**src/rtl/vga_pixel_gen_pkg.sv**
```systemverilog
// Shared types and helpers for the scaled VGA pixel generator.
package vga_pixel_gen_pkg;

    typedef enum logic [1:0] {
        PX_BLANK  = 2'd0,
        PX_BORDER = 2'd1,
        PX_IMAGE  = 2'd2
    } pixel_class_t;

    localparam int unsigned RGB_CH_W = 8;

    typedef struct packed {
        logic [RGB_CH_W-1:0] r;
        logic [RGB_CH_W-1:0] g;
        logic [RGB_CH_W-1:0] b;
    } rgb_t;

    // Address the memory port sits on when no image pixel is being fetched.
    function automatic logic [31:0] park_addr(input int unsigned addr_w);
        return (addr_w >= 32) ? 32'hFFFF_FFFF : ((32'd1 << addr_w) - 32'd1);
    endfunction

endpackage

```
**src/rtl/vga_pipe_delay.sv**
```systemverilog
// Fixed-depth shift register; keeps side-band flags aligned with a memory read.
module vga_pipe_delay #(
    parameter int unsigned DEPTH = 2,
    parameter int unsigned WIDTH = 2
) (
    input  logic             clk,
    input  logic             rst,
    input  logic [WIDTH-1:0] din,
    output logic [WIDTH-1:0] dout
);

    logic [WIDTH-1:0] stage_q [DEPTH];

    always_ff @(posedge clk) begin
        if (!rst) begin
            for (int i = 0; i < DEPTH; i++) stage_q[i] <= '0;
        end else begin
            stage_q[0] <= din;
            for (int i = 1; i < DEPTH; i++) stage_q[i] <= stage_q[i-1];
        end
    end

    assign dout = stage_q[DEPTH-1];

endmodule

```
**src/rtl/vga_pixel_gen_scaled.sv**
```systemverilog
// Upscaling framebuffer pixel generator: each image pixel covers 2^SCALE_SHIFT squared raster pixels.
// Define PIXEL_GEN_SCROLL_EN to add toroidal scroll_x/scroll_y image offsets.
module vga_pixel_gen_scaled
    import vga_pixel_gen_pkg::*;
#(
    parameter int unsigned H_ACTIVE    = 1280,
    parameter int unsigned V_ACTIVE    = 720,
    parameter int unsigned IMG_W       = 320,
    parameter int unsigned IMG_H       = 180,
    parameter int unsigned SCALE_SHIFT = 2,
    parameter int unsigned ADDR_W      = 16,
    parameter int unsigned COLOR_W     = 8,
    parameter int unsigned ROM_LATENCY = 1,
    parameter logic [3*COLOR_W-1:0] BORDER_RGB = '0
) (
    input  logic                 clk,
    input  logic                 rst,
    input  logic [11:0]          h_counter,
    input  logic [11:0]          v_counter,
    output logic [ADDR_W-1:0]    rom_addr,
    input  logic [3*COLOR_W-1:0] rom_q,
    output logic [COLOR_W-1:0]   vga_r,
    output logic [COLOR_W-1:0]   vga_g,
    output logic [COLOR_W-1:0]   vga_b,
    output logic                 vga_de
`ifdef PIXEL_GEN_SCROLL_EN
    ,
    input  logic [8:0]           scroll_x,
    input  logic [7:0]           scroll_y
`endif
);

    localparam int unsigned PIPE_LAT = ROM_LATENCY + 2;
    localparam logic [ADDR_W-1:0] PARK = ADDR_W'(park_addr(ADDR_W));
    localparam logic [11:0] H_ACT = 12'(H_ACTIVE);
    localparam logic [11:0] V_ACT = 12'(V_ACTIVE);
    localparam logic [11:0] IMG_H_R = 12'(IMG_H);
    localparam logic [12:0] IMG_W_X = 13'(IMG_W);
    localparam logic [ADDR_W-1:0] IMG_W_A = ADDR_W'(IMG_W);
    localparam int unsigned SUB_W = (SCALE_SHIFT > 0) ? SCALE_SHIFT : 1;
    localparam logic [SUB_W-1:0] SUB_LAST = SUB_W'((1 << SCALE_SHIFT) - 1);

    logic [11:0]       img_x, row;
    logic [12:0]       x_sum, x_wrapped;
    pixel_class_t      cls_s0, cls_q;
    logic [ADDR_W-1:0] x_q;
    logic [ADDR_W-1:0] line_base_q, base_next, base_preload;
    logic [SUB_W-1:0]  sub_y_q;
    logic [8:0]        sx_q;
    logic [1:0]        cls_dly;

`ifdef PIXEL_GEN_SCROLL_EN
    localparam logic [ADDR_W:0] IMG_SIZE = {1'b0, ADDR_W'(IMG_W * IMG_H)};
    logic [7:0] sy_q;

    // Offsets are captured once per frame at the start of vblank.
    always_ff @(posedge clk) begin
        if (!rst) begin
            sx_q <= '0;
            sy_q <= '0;
        end else if (v_counter == V_ACT && h_counter == 12'd0) begin
            sx_q <= (32'(scroll_x) < IMG_W) ? scroll_x : '0;
            sy_q <= (32'(scroll_y) < IMG_H) ? scroll_y : '0;
        end
    end

    assign base_preload = ADDR_W'(32'(sy_q) * IMG_W);
    assign base_next    = (({1'b0, line_base_q} + {1'b0, IMG_W_A}) >= IMG_SIZE) ? '0
                                                                               : line_base_q + IMG_W_A;
`else
    assign sx_q         = '0;
    assign base_preload = '0;
    assign base_next    = line_base_q + IMG_W_A;
`endif

    always_comb begin
        img_x  = h_counter >> SCALE_SHIFT;
        row    = v_counter >> SCALE_SHIFT;
        cls_s0 = PX_BLANK;
        if (h_counter < H_ACT && v_counter < V_ACT) begin
            cls_s0 = (({1'b0, img_x} < IMG_W_X) && (row < IMG_H_R)) ? PX_IMAGE : PX_BORDER;
        end
        x_sum     = {1'b0, img_x} + {4'b0, sx_q};
        x_wrapped = (x_sum >= IMG_W_X) ? x_sum - IMG_W_X : x_sum;
    end

    // Row base advances by IMG_W once every 2^SCALE_SHIFT raster lines; no per-pixel multiply.
    always_ff @(posedge clk) begin
        if (!rst) begin
            sub_y_q     <= '0;
            line_base_q <= '0;
        end else if (v_counter >= V_ACT) begin
            sub_y_q     <= '0;
            line_base_q <= base_preload;
        end else if (h_counter == H_ACT) begin
            sub_y_q <= sub_y_q + 1'b1;
            if (sub_y_q == SUB_LAST) line_base_q <= base_next;
        end
    end

    always_ff @(posedge clk) begin
        if (!rst) begin
            cls_q    <= PX_BLANK;
            x_q      <= '0;
            rom_addr <= PARK;
        end else begin
            cls_q    <= cls_s0;
            x_q      <= ADDR_W'(x_wrapped);
            rom_addr <= (cls_q == PX_IMAGE) ? line_base_q + x_q : PARK;
        end
    end

    vga_pipe_delay #(
        .DEPTH(PIPE_LAT - 1),
        .WIDTH(2)
    ) u_cls_delay (
        .clk (clk),
        .rst (rst),
        .din (cls_q),
        .dout(cls_dly)
    );

    always_ff @(posedge clk) begin
        if (!rst) begin
            {vga_r, vga_g, vga_b} <= '0;
            vga_de                <= 1'b0;
        end else begin
            case (pixel_class_t'(cls_dly))
                PX_IMAGE: begin
                    {vga_r, vga_g, vga_b} <= rom_q;
                    vga_de                <= 1'b1;
                end
                PX_BORDER: begin
                    {vga_r, vga_g, vga_b} <= BORDER_RGB;
                    vga_de                <= 1'b1;
                end
                default: begin
                    {vga_r, vga_g, vga_b} <= '0;
                    vga_de                <= 1'b0;
                end
            endcase
        end
    end

endmodule

```
**config.mk**
```make
export PLATFORM = sky130hd
export DESIGN_NAME = vga_pixel_gen_scaled
export DESIGN_NICKNAME = d
export VERILOG_FILES = /design/src/rtl/vga_pixel_gen_pkg.sv /design/src/rtl/vga_pipe_delay.sv /design/src/rtl/vga_pixel_gen_scaled.sv
export SDC_FILE = /design/constraint.sdc
export NUM_CORES = 1
export LEC_CHECK = 0
export ABC_AREA = 1
export CAP_MARGIN = 20
export CORE_ASPECT_RATIO = 1.2
export CORE_MARGIN = 2
export CORE_UTILIZATION = 40
export CTS_BUF_LIST = sky130_fd_sc_hd__clkbuf_4 sky130_fd_sc_hd__clkbuf_8
export DETAILED_ROUTE_END_ITERATION = 10
export GPL_TIMING_DRIVEN = 1
export MAX_ROUTING_LAYER = met4
export PLACE_DENSITY_LB_ADDON = 0.1
export SYNTH_ARGS = -nofsm -noshare
export SYNTH_HDL_FRONTEND = slang
export SYNTH_SLANG_ARGS = --single-unit
```
**constraint.sdc**
```tcl
create_clock -name clk -period 3.34 [get_ports clk]
set_input_delay 1.002 -clock clk [delete_from_list [all_inputs] [get_ports clk]]
set_output_delay 1.002 -clock clk [all_outputs]
set_load 0.01 [all_outputs]
```
-- Word level (Yosys, flattened, before mapping)
Memories as Yosys holds them, arrays and structs flattened.
Cells that the tools add are included.
- bits in registers: 77
- output and inout bits: 41
- input port bits: 50
- memories kept: 1
- word-level logic and storage cells: 46
- memory bits (writable): 4
- memories (name ; depth ; width ; rd ports ; clocked after memory_dff ; wr ports ; RTL line ; text):
    u_cls_delay.stage_q ; 2 ; 2 ; 2 ; 0 ; 2 ; vga_pipe_delay.sv:12 ; logic [WIDTH-1:0] stage_q [DEPTH];
- reductions and logical operators: 9
- bitwise logic cells: 3
- muxes and demuxes: 7
- add/sub/neg operators: 4
- eq/ne operators: 5
- magnitude comparators: 6
- operators by type and width (cell ; count):
    adder 16 bit ; 1
    adder 16 x 9 -> 16 bit (second input constant) ; 1
    two-way mux 13 bit ; 1
    == test 12 x 11 -> 1 bit (second input constant) ; 1
    greater-or-equal comparator 12 x 10 -> 1 bit (second input constant) ; 1
    less-than comparator 12 x 10 -> 1 bit (second input constant) ; 1
    less-than comparator 12 x 11 -> 1 bit (second input constant) ; 1
    subtractor 10 x 9 -> 11 bit (second input constant) ; 1
    greater-or-equal comparator 10 x 9 -> 1 bit (second input constant) ; 1
    less-than comparator 10 x 8 -> 1 bit (second input constant) ; 1
    less-than comparator 10 x 9 -> 1 bit (second input constant) ; 1
    AND reduction 2 bit ; 5
    == test 2 bit (second input constant) ; 3
    two-way mux 2 bit ; 3
    OR reduction 2 bit ; 2
    two-way mux 1 bit ; 3
    adder 2 x 1 -> 2 bit (second input constant) ; 1
    == test 2 x 1 -> 1 bit (second input constant) ; 1
    logical AND 1 bit ; 2
    bitwise OR 1 bit ; 2
    NOT 1 bit ; 1

-- Logic depth before layout (Yosys ltp)
Gate-level depths: netlist of the first run.
An unclocked memory read counts as a cell.
- word-level depth: 4
- depth in mapped cells: 9
- gate-level depth less buffers: 9

-- Hierarchy
Synthesis of the first run repeated with hierarchy kept, for this count alone.
- cells, all modules: 376
- area, all modules: 2869.0 µm²
- by module, submodules not included (module ; cells an instance ; area each (µm²) ; times used ; seq. area each (µm²)):
    vga_pixel_gen_scaled ; 362 ; 2743.9 ; 1 ; 1321.3
    vga_pipe_delay ; 14 ; 125.1 ; 1 ; 80.1

-- Worst setup path after synthesis of the first run
Ideal clock, no wire load.
- kind: input to register
- start: input h_counter[9]
- end: register line_base_q[10]
- slack: 1.436 ns
- path buffers: 0
- arrival: 1.771 ns
- library setup time: 0.132 ns
- required time: 3.208 ns
- cell stages on the path: 7
- path through: inv_1 -> ha_1 -> inv_2 -> nor2_4 -> nand3_1 -> nand2_1 -> a21oi_1
- cells in the longest elaborated chain, start to end: 2
- RTL lines (element ; RTL line ; text):
    from (decl) ; vga_pixel_gen_scaled.sv:18 ; input logic [11:0] h_counter,
    == test 12 x 11 -> 1 bit ; vga_pixel_gen_scaled.sv:95 ; end else if (h_counter == H_ACT) begin
    AND reduction 2 bit (no line) ; n/a ;
    to (signal assigned) ; vga_pixel_gen_scaled.sv:94 ; line_base_q <= base_preload;
    to (signal assigned) ; vga_pixel_gen_scaled.sv:97 ; if (sub_y_q == SUB_LAST) line_base_q <= base_next;
    to (decl) ; vga_pixel_gen_scaled.sv:47 ; logic [ADDR_W-1:0] line_base_q, base_next, base_preload;
Every way passes these cells.
A chain may end at the register's enable or synchronous reset.

-- Final worst setup path of the first run
- start: input h_counter[8]
- end: register line_base_q[14]
Same word-level chain as after synthesis.

==> metrics.md, run 1 <==
| Metric | Value |
|---|---|
| Hold Path Sink | `rom_addr[3]$_SDFF_PN1_` |
| Row Count | `33` |
| Crit-path cells | `clkdlybuf4s50_1 -> ha_1 -> inv_2 -> nor2_4 -> nand3_1 -> nand2_1 -> a21oi_1` |
| Worst EP required | `3.55 ns` |
| Maximum clock rate | `438 MHz` |
| I/O Buffers | `86` |
| Core ar. | `between 6000 and 7000 um2` |
| CP peak stage delay | `0.54 ns` |
| Area leader, netlist | `dfxtp_1` |
| Hold_sp | `x_q[3]$_SDFF_PN0_` |
| Cell Area, Placed | `3740 um2` |
| CP Capture Type | `flop` |
| Total Wirelength | `5570 um` |
| Seq/Total Area, Yosys | `0.501` |
| Max FO, Critical Path | `10` |
| Power per cell area | `between 400 and 500 nW/um2` |
| Max-slew headroom | `0.481` |
| Via count | `2429` |
| CTS tree | `done` |
| ANT nets after route | `0` |
| Initial antenna violation count | `0` |
| Crit path buffers/inverters | `2` |
| Diodes inserted | `0` |
| Via-per-instance ratio | `around 4.4` |
| Post-Syn Area | `~2800 um2` |
| RSZ-0062 raised after global routing | `no` |
| Ys Warns | `0` |
| Post-CTS sizing | `0` |
| Proportion of synthesized area in mux cells | `0` |
| Drt pass-1 iters | `4` |
| Critical Path Source | `h_counter[8]` |
| Slew Viols, Final | `0` |
| Remaining DRCs | `0` |
| Tot GR Track Use | `0.163` |
| Worst-Skew Late Latency | `0.34 ns` |
| Post-Synth Simple-Gate Area | `0.269` |
| Vias in the first global route | `2221` |
| Hold-fix buffers, CTS | `0` |
| Clock root buffer | `clkbuf_8` |
| I/O Pins | `91` |
| Compound-Gate Fraction of Synth Area | `0.0492` |
| Reg2reg end | `rom_addr[12]$_SDFF_PN1_` |
| CTS buffer count | `9` |
| Area grow syn2layout | `42.1%` |
| Reg2reg path depth | `7` |
| Final period utilization | `0.683` |
| H-tree depth | `3` |
| Max VDD drop | `0.232 mV` |
| Avg Inst Size Synth | `7.52 um2` |
| R2R Setup Slk | `1.71 ns` |
| First-pass GRT wire length | `9390 um` |
| Slew @ Worst Pin | `0.777 ns` |
| Number of synthesized register bits | `70` |
| Largest family of logic cells by synthesized area | `simple AND/OR/NAND/NOR gates` |
| RePlAce Congestion | `0.774` |
| Hold Fails Final Rpt | `0` |
| Starting density of the core | `0.410` |
| Leak | `1.79 nW` |
| DIE AREA | `7680 um2` |
| Net Count, Synth | `435` |
| Post-route cell area | `between 3000 and 4000 um2` |
| Max-Cap Viols | `0` |
| Drt initial violations | `just over 80` |
| Fraction of the mapped netlist area in adder cells | `0.0609` |
| FF-to-FF Start | `line_base_q[6]$_SDFFE_PP0P_` |
| NumNets Final | `526` |
| Setup Skew | `0.00841 ns` |
| Setup Crit Path Kind | `input port to flop` |
| Share of cells above drive strength 1 | `0.0641` |
| DP HPWL | `4170 um` |
| Min-Delay Path Class | `flop to flop` |
| Die Y | `approximately 96 um` |
| Largest net degree at the start of global routing | `25` |
| Netlist cell types | `27` |
| WHS Path Cells | `2` |
| Mapped Cells | `372` |
| Slowest cell on crit path | `clkdlybuf4s50_1` |
| Clock sink count | `70` |
| Startpoint Class | `input port` |
| Final TNS setup | `0 ns` |
| Endpoints failing setup | `0` |
| Maximum clock path buffer count | `2` |
| Remaining global-route overflow | `0` |
| Wire length per cell | `10.0 um` |
| Most common cell after layout, fill and taps aside | `nand2_1` |
| Final min period | `about 2.3 ns` |
| Critical Path AT | `2.49 ns` |
| Postcts setup bufs | `0` |
| Crit path max-delay family | `simple AND/OR/NAND/NOR gates` |
| Final Power | `0.00173 W` |
| Most frequent cells in the layout | `nand2_1 (97), clkdlybuf4s50_1 (86), dfxtp_1 (70)` |
| Clock transition at path regs | `0.08 ns` |
| Layout fillers | `618` |
| Yosys top cell area share | `0.501` |
| Synth top area cells | `dfxtp_1 (50%), nand2_1 (13%), inv_1 (8.5%)` |
| XOR/XNOR Fraction of Synth Area | `0.0125` |
| Die span in x | `between 80 and 90 um` |
| Outcome | `completed` |
## cell families after synthesis
family | count (synthesis)
AOI/OAI and AO/OA | 26
xor gates and xnor gates | 4
adders and majority gates | 13
buffers and inverters | 78
DFF | 70
and+or+nand+nor | 181
## power breakdown
group / switching (W) / internal [W]
Combinational: 0.0000435 / 0.0000650
Sequential: 0.00000383 / 0.000843
Clock: 0.000328 / 0.000446
Total: 0.000375 / 0.00135
## stage by stage
step / std cells / hold WS, ns / setup WS [ns] / utilization
finish: 555 / 0.412 / 1.06 / 0.583
global route: 555 / 0.431 / 0.918 / 0.583
CTS: 555 / 0.416 / 1.05 / 0.583
detailed placement: 539 / 0.397 / 0.691 / 0.549
global placement: 539 / 0.392 / 0.698 / 0.549
floorplan: 372 / 0.388 / 1.44 / -
## flip-flops by register name (all words and copies together), names as in the netlist
register	cells
u_cls_delay.stage_q	4
sub_y_q	2
x_q	11
rom_addr	16
vga_r	8
vga_de	1
vga_b	8
vga_g	8
cls_q	2
line_base_q	10
## routing by layer
metal | GRT usage | part of all wire | vias to the layer above
met5 | - | 0 | -
met1 | 0.175 | 0.46 | 1032
li1 | - | - | 1306
met2 | 0.269 | 0.46 | 83
met3 | 0.0587 | 0.075 | 8
met4 | 0.0720 | 0.013 | 0
## synthesized netlist by cell type, drive strengths merged
| master | count |
|---|---|
| nand2 | 98 |
| dfxtp | 70 |
| inv | 70 |
| nor2 | 51 |
| nand3 | 22 |
| a21oi | 21 |
| ha | 12 |
| buf | 4 |
| clkbuf | 4 |
| nand4 | 4 |
| or2 | 3 |
| o21ai | 2 |
| o21bai | 2 |
| xnor2 | 2 |
| xor2 | 2 |
| a21o | 1 |
| fa | 1 |
| nand3b | 1 |
| nor2b | 1 |
| nor3 | 1 |
## final cells by class
class	count	area, um2	share of cell area
sequential	70	1400	0.353
multi-input combinational	224	1090	0.276
timing repair buffer	88	876	0.220
inverter	70	263	0.0661
clock buffer	10	138	0.0346
tap	87	109	0.0274
clock inverter	6	92.6	0.0233
## worst min-delay path: stages (launching register included)
cell and delay (ns):
dfxtp_1 0.31, inv_1 0.03, nand2_1 0.04
## how the worst max path moves through the flow
stage | end | slack [ns] | cells past startpoint
after detailed placement | line_base_q[9]$_SDFFE_PP0P_ | 0.69 | 7
after CTS | line_base_q[9]$_SDFFE_PP0P_ | 1.05 | 7
after global placement | line_base_q[15]$_SDFFE_PP0P_ | 0.70 | 7
after floorplan | line_base_q[10]$_SDFFE_PP0P_ | 1.44 | 7
after global routing | line_base_q[10]$_SDFFE_PP0P_ | 0.92 | 7
final | line_base_q[14]$_SDFFE_PP0P_ | 1.06 | 7
Note: power is estimated with default switching activity, not from simulation.
==> inputs of run 2 (changes only) <==
==> constraint.sdc (replaced) <==
create_clock -name clk -period 2.3 [get_ports clk]
set_input_delay 0.69 -clock clk [delete_from_list [all_inputs] [get_ports clk]]
set_output_delay 0.69 -clock clk [all_outputs]
set_load 0.01 [all_outputs]
==> metrics.md, run 2 (same netlist as run 1, synthesis figures left out) <==
| Metric | Value |
|---|---|
| Outcome | `completed` |
| Worst setup margin | `0.419 ns` |
| RSZ-0062 raised after global routing | `no` |
| Clock root buffer | `clkbuf_8` |
| ANT nets after route | `0` |
| Vias in the first global route | `2166` |
| Die Y | `95.6 um` |
| Remaining global-route overflow | `0` |
| Drt pass-1 iters | `4` |
| Die span in x | `80.3 um` |
| FF-to-FF Start | `line_base_q[6]$_SDFFE_PP0P_` |
| Final Power | `0.00235 W` |
| WHS Path Cells | `2` |
| Final min period | `1.88 ns` |
| I/O Pins | `91` |
| Hold Fails Final Rpt | `0` |
| Setup Crit Path Kind | `input port to flop` |
| Worst EP required | `2.56 ns` |
| Clock transition at path regs | `0.07 ns` |
| Worst-Skew Late Latency | `0.33 ns` |
| Maximum clock path buffer count | `2` |
| Most common cell after layout, fill and taps aside | `nand2_1` |
| Wire length per cell | `9.86 um` |
| Reg2reg end | `rom_addr[12]$_SDFF_PN1_` |
| R2R Setup Slk | `0.72 ns` |
| Remaining DRCs | `0` |
| Leak | `1.80 nW` |
| Row Count | `33` |
| Switching power | `between 0.0005 and 0.0006 W` |
| CTS tree | `done` |
| Startpoint Class | `input port` |
| Clock sink count | `70` |
| NumNets Final | `530` |
| Slew Viols, Final | `0` |
| RePlAce Congestion | `0.798` |
| Share of cells above drive strength 1 | `0.0720` |
| Endpoints failing setup | `0` |
| Max VDD drop | `~0.32 mV` |
| Flop pwr share | `0.523` |
| Max reg flops | `16` |
| Area grow syn2layout | `42.0%` |
| Internal power | `0.00182 W` |
| H-tree depth | `3` |
| Via-per-instance ratio | `approximately 4.3` |
| Hold-fix buffers, CTS | `0` |
| Worst path most repeated cell | `nand2_1` |
| Max-Cap Viols | `0` |
| Logic pwr share | `0.068` |
| Sw frac | `0.225` |
| Final TNS setup | `0 ns` |
| Critical Path AT | `2.14 ns` |
| Reg2reg path depth | `7` |
| CP Capture Type | `flop` |
| Initial antenna violation count | `0` |
| Core ar. | `6810 um2` |
| Power per cell area | `593 nW/um2` |
| Tot GR Track Use | `0.160` |
| Clock power share | `0.409` |
| I/O Buffers | `86` |
| Largest registers | `rom_addr x16, x_q x11, line_base_q x10` |
| Diodes inserted | `0` |
| Slowest cell on crit path | `clkdlybuf4s50_1` |
| Via count | `2401` |
| Final hold slack | `0.407 ns` |
| Largest net degree at the start of global routing | `25` |
| Most frequent cells in the layout | `nand2_1 (97), clkdlybuf4s50_1 (86), dfxtp_1 (70)` |
| Layout fillers | `just over 600` |
| Postcts setup bufs | `0` |
| First-pass GRT wire length | `roughly 9200 um` |
| DP HPWL | `4230 um` |
| Starting density of the core | `0.410` |
| Hold Path Sink | `rom_addr[0]$_SDFF_PN1_` |
| Crit-path cells | `clkdlybuf4s50_1 -> inv_1 -> ha_1 -> inv_2 -> nor2_4 -> nand2_1 -> nor2b_1 -> buf_4 -> nand2_1 -> a21oi_1` |
| Slew @ Worst Pin | `0.491 ns` |
| CP peak stage delay | `roughly 0.45 ns` |
| CTS buffer count | `9` |
| Post-CTS sizing | `0` |
| Max FO, Critical Path | `10` |
| Final period utilization | `0.818` |
| Pre-CTS WS | `0.0702 ns` |
| Maximum clock rate | `532 MHz` |
| Hold_sp | `x_q[0]$_SDFF_PN0_` |
| Setup Skew | `0.00569 ns` |
| Min-Delay Path Class | `flop to flop` |
| DIE AREA | `approximately 7700 um2` |
| Max-slew headroom | `0.672` |
| Total Wirelength | `5510 um` |
| Drt initial violations | `50` |
| Top reg by flops | `rom_addr` |
==> run 2: layout make-up <==
cell class / instances / area (um2) / area share
Clock buffer: 9 / 124 / 0.0312
Clock inverter: 7 / 73.8 / 0.0186
Inverter: 70 / 263 / 0.0662
Multi-Input combinational cell: 224 / 1090 / 0.276
Sequential cell: 70 / 1400 / 0.353
Tap cell: 87 / 109 / 0.0274
Timing Repair Buffer: 92 / 906 / 0.228
==> run 2: metrics by stage <==
| stage | utilization | cells | cell area, um2 |
|---|---|---|---|
| after floorplan | - | 372 | 2800 |
| after global placement | 0.554 | 543 | 3770 |
| after detailed placement | 0.554 | 543 | 3770 |
| after CTS | 0.583 | 559 | 3970 |
| after global routing | 0.583 | 559 | 3970 |
| final | 0.583 | 559 | 3970 |
==> run 2: critical path: cells and delay by family <==
kind | cells | cell delay (ns)
and+or+nand+nor | 4 | 0.41
AOI/OAI and AO/OA | 1 | 0.12
buffers and inverters | 4 | 0.75
adders and majority gates | 1 | 0.15
==> run 2: how the worst max path moves through the flow <==
stage                                         endpoint               startpoint  depth (start not counted)  slack (ns)
after CTS                                 rom_addr[13]  rom_addr[13]$_SDFF_PN1_                          1        0.39
after floorplan           line_base_q[10]$_SDFFE_PP0P_             h_counter[9]                          7        0.71
final                     line_base_q[10]$_SDFFE_PP0P_             h_counter[9]                         10        0.42
after detailed placement   line_base_q[9]$_SDFFE_PP0P_             h_counter[9]                         10        0.07
after global placement    line_base_q[15]$_SDFFE_PP0P_             h_counter[9]                         10        0.11
after global routing      line_base_q[13]$_SDFFE_PP0P_             h_counter[9]                         10        0.29
==> run 2: power by group through the flow <==
| stage | combinational, W | clock [W] | sequential [W] |
|---|---|---|---|
| 2_1_floorplan | 0.0000615 | 0 | 0.00126 |
| 3_3_place_gp | 0.000158 | 0 | 0.00126 |
| 3_5_place_dp | 0.000160 | 0 | 0.00126 |
| 4_1_cts | 0.000161 | 0.00100 | 0.00123 |
| 5_1_grt | 0.000179 | 0.00105 | 0.00123 |
| 6_report | 0.000160 | 0.000964 | 0.00123 |
==> run 2: layer usage <==
layer,global-route usage,up-vias,wire (um)
met1,0.173,997,2460
li1,-,1310,-
met4,0.0678,0,44
met5,-,-,0
met3,0.0521,7,477
met2,0.269,87,2530
==> inputs of run 3 (changes only) <==
==> constraint.sdc (replaced) <==
create_clock -name clk -period 1.6 [get_ports clk]
set_input_delay 0.48 -clock clk [delete_from_list [all_inputs] [get_ports clk]]
set_output_delay 0.48 -clock clk [all_outputs]
set_load 0.01 [all_outputs]
==> metrics.md, run 3 (same netlist as run 1, synthesis figures left out) <==
| Metric | Value |
|---|---|
| Endpoints failing setup | `0` |
| Outcome | `completed` |
| Via count | `2537` |
| Remaining global-route overflow | `0` |
| NumNets Final | `557` |
| Largest registers | `rom_addr x16, x_q x11, line_base_q x10` |
| Slew Viols, Final | `0` |
| First-pass GRT wire length | `9290 um` |
| CTS buffer count | `9` |
| Max reg flops | `16` |
| Clock root buffer | `clkbuf_8` |
| Starting density of the core | `0.410` |
| FF-to-FF Start | `x_q[11]$_SDFF_PN0_` |
| Largest net degree at the start of global routing | `25` |
| Tot GR Track Use | `0.159` |
| CP peak stage delay | `about 0.43 ns` |
| Max VDD drop | `0.558 mV` |
| Min-Delay Path Class | `flop to flop` |
| Vias in the first global route | `2207` |
| Initial antenna violation count | `0` |
| Post-route cell area | `approximately 4200 um2` |
| Core ar. | `6810 um2` |
| Cell Area, Placed | `3990 um2` |
| Drt initial violations | `53` |
| Hold-fix buffers, CTS | `0` |
| Crit path max-delay family | `simple AND/OR/NAND/NOR gates` |
| Leak | `slightly above 2 nW` |
| Via-per-instance ratio | `4.33` |
| Clock sink count | `70` |
| Final TNS setup | `0 ns` |
| I/O Pins | `91` |
| CP Capture Type | `flop` |
| Die Y | `approximately 96 um` |
| CTS tree | `done` |
| Crit path buffers/inverters | `2` |
| Hold Fails Final Rpt | `0` |
| Max FO, Critical Path | `5` |
| Maximum clock path buffer count | `2` |
| Setup Skew | `0.00574 ns` |
| Startpoint Class | `input port` |
| Worst-Skew Late Latency | `0.33 ns` |
| Max-slew headroom | `0.819` |
| Max-Cap Viols | `0` |
| Area grow syn2layout | `51.3%` |
| Drt pass-1 iters | `4` |
| Remaining DRCs | `0` |
| DIE AREA | `7680 um2` |
| Final min period | `1.52 ns` |
| RePlAce Congestion | `0.808` |
| Crit-path cells | `clkdlybuf4s50_1 -> nor2_2 -> nand2_2 -> nor2_4 -> nor2b_4 -> buf_6 -> nand2_1 -> a21oi_1` |
| Worst EP required | `1.87 ns` |
| DP HPWL | `4320 um` |
| H-tree depth | `3` |
| Critical Path Source | `h_counter[5]` |
| Slew @ Worst Pin | `0.271 ns` |
| Slowest cell on crit path | `clkdlybuf4s50_1` |
| Critical Path AT | `1.78 ns` |
| Total Wirelength | `5780 um` |
| Top reg by flops | `rom_addr` |
| Most frequent cells in the layout | `nand2_1 (94), dfxtp_1 (70), inv_1 (63)` |
| Diodes inserted | `0` |
| Die span in x | `about 80 um` |
| Final period utilization | `0.948` |
| Maximum clock rate | `659 MHz` |
| ANT nets after route | `0` |
| Row Count | `33` |
| Share of cells above drive strength 1 | `0.154` |
| Power per cell area | `between 800 and 900 nW/um2` |
| Setup Crit Path Kind | `input port to flop` |
| Clock transition at path regs | `0.07 ns` |
| Most common cell after layout, fill and taps aside | `nand2_1` |
| Wire length per cell | `between 9 and 10 um` |
| Hold_sp | `x_q[0]$_SDFF_PN0_` |
| I/O Buffers | `86` |
==> run 3: cell types whose count changed in the layout (fill, tap and decap cells not counted), moves of 6 or more <==
cell             delta
clkdlybuf4s50_1    -44
a21oi_1             -6
dlygate4sd2_1      +41
buf_4              +22
a21oi_2             +6
==> run 3: stage by stage <==
step                worst slack [ns]  hold WS, ns  total power (W)  utilization  std cells
floorplan                      0.174        0.388          0.00190            -        372
detailed placement            -0.331        0.395          0.00207        0.585        568
CTS                           0.0191        0.409          0.00351        0.608        584
global placement              -0.289        0.392          0.00207        0.585        568
finish                        0.0837        0.408          0.00346        0.621        586
global route                 -0.0122        0.427          0.00363        0.621        586
==> run 3: cell type report <==
class | count | area (um2)
inverter | 70 | 263
sequential | 70 | 1400
fill | 635 | 2580
clock buffer | 10 | 138
clock inverter | 6 | 70.1
timing repair buffer | 119 | 1100
tap | 87 | 109
multi-input combinational | 224 | 1150
==> run 3: power by group <==
group | total (W) | switching, W | internal, W
logic | 0.000266 | 0.000100 | 0.000165
clock network | 0.00143 | 0.000658 | 0.000769
registers | 0.00177 | 0.00000961 | 0.00176
total | 0.00346 | 0.000768 | 0.00270
==> run 3: timing repair <==
action,4_1_cts,5_1_grt
gates cloned,0,1
pin swaps,0,9
buffers inserted,0,1
gates resized for setup,41,25
endpoints found under the setup margin,41,17
==> run 3: per-layer routing <==
layer  up-vias  part of all wire  track usage
met5         -                 0            -
met4         0             0.012       0.0565
met3         7             0.065       0.0417
met2        76              0.48        0.270
met1      1086              0.44        0.182
li1       1368                 -            -
==> run 3: worst paths after layout <==
check	endpoint	slack, ns	depth (start not counted)
max	line_base_q[15]$_SDFFE_PP0P_	0.08	8
min	rom_addr[0]$_SDFF_PN1_	0.41	2
max reg2reg	rom_addr[15]$_SDFF_PN1_	0.13	7
min reg2reg	rom_addr[0]$_SDFF_PN1_	0.41	2
==> run 3: worst reg2reg max path, stage by stage (launching register included) <==
cell	delay [ns]
dfxtp_1	0.35
ha_1	0.37
nand2_1	0.11
inv_1	0.04
a21oi_1	0.19
nand2_1	0.12
nand3_1	0.09
nand3_1	0.08
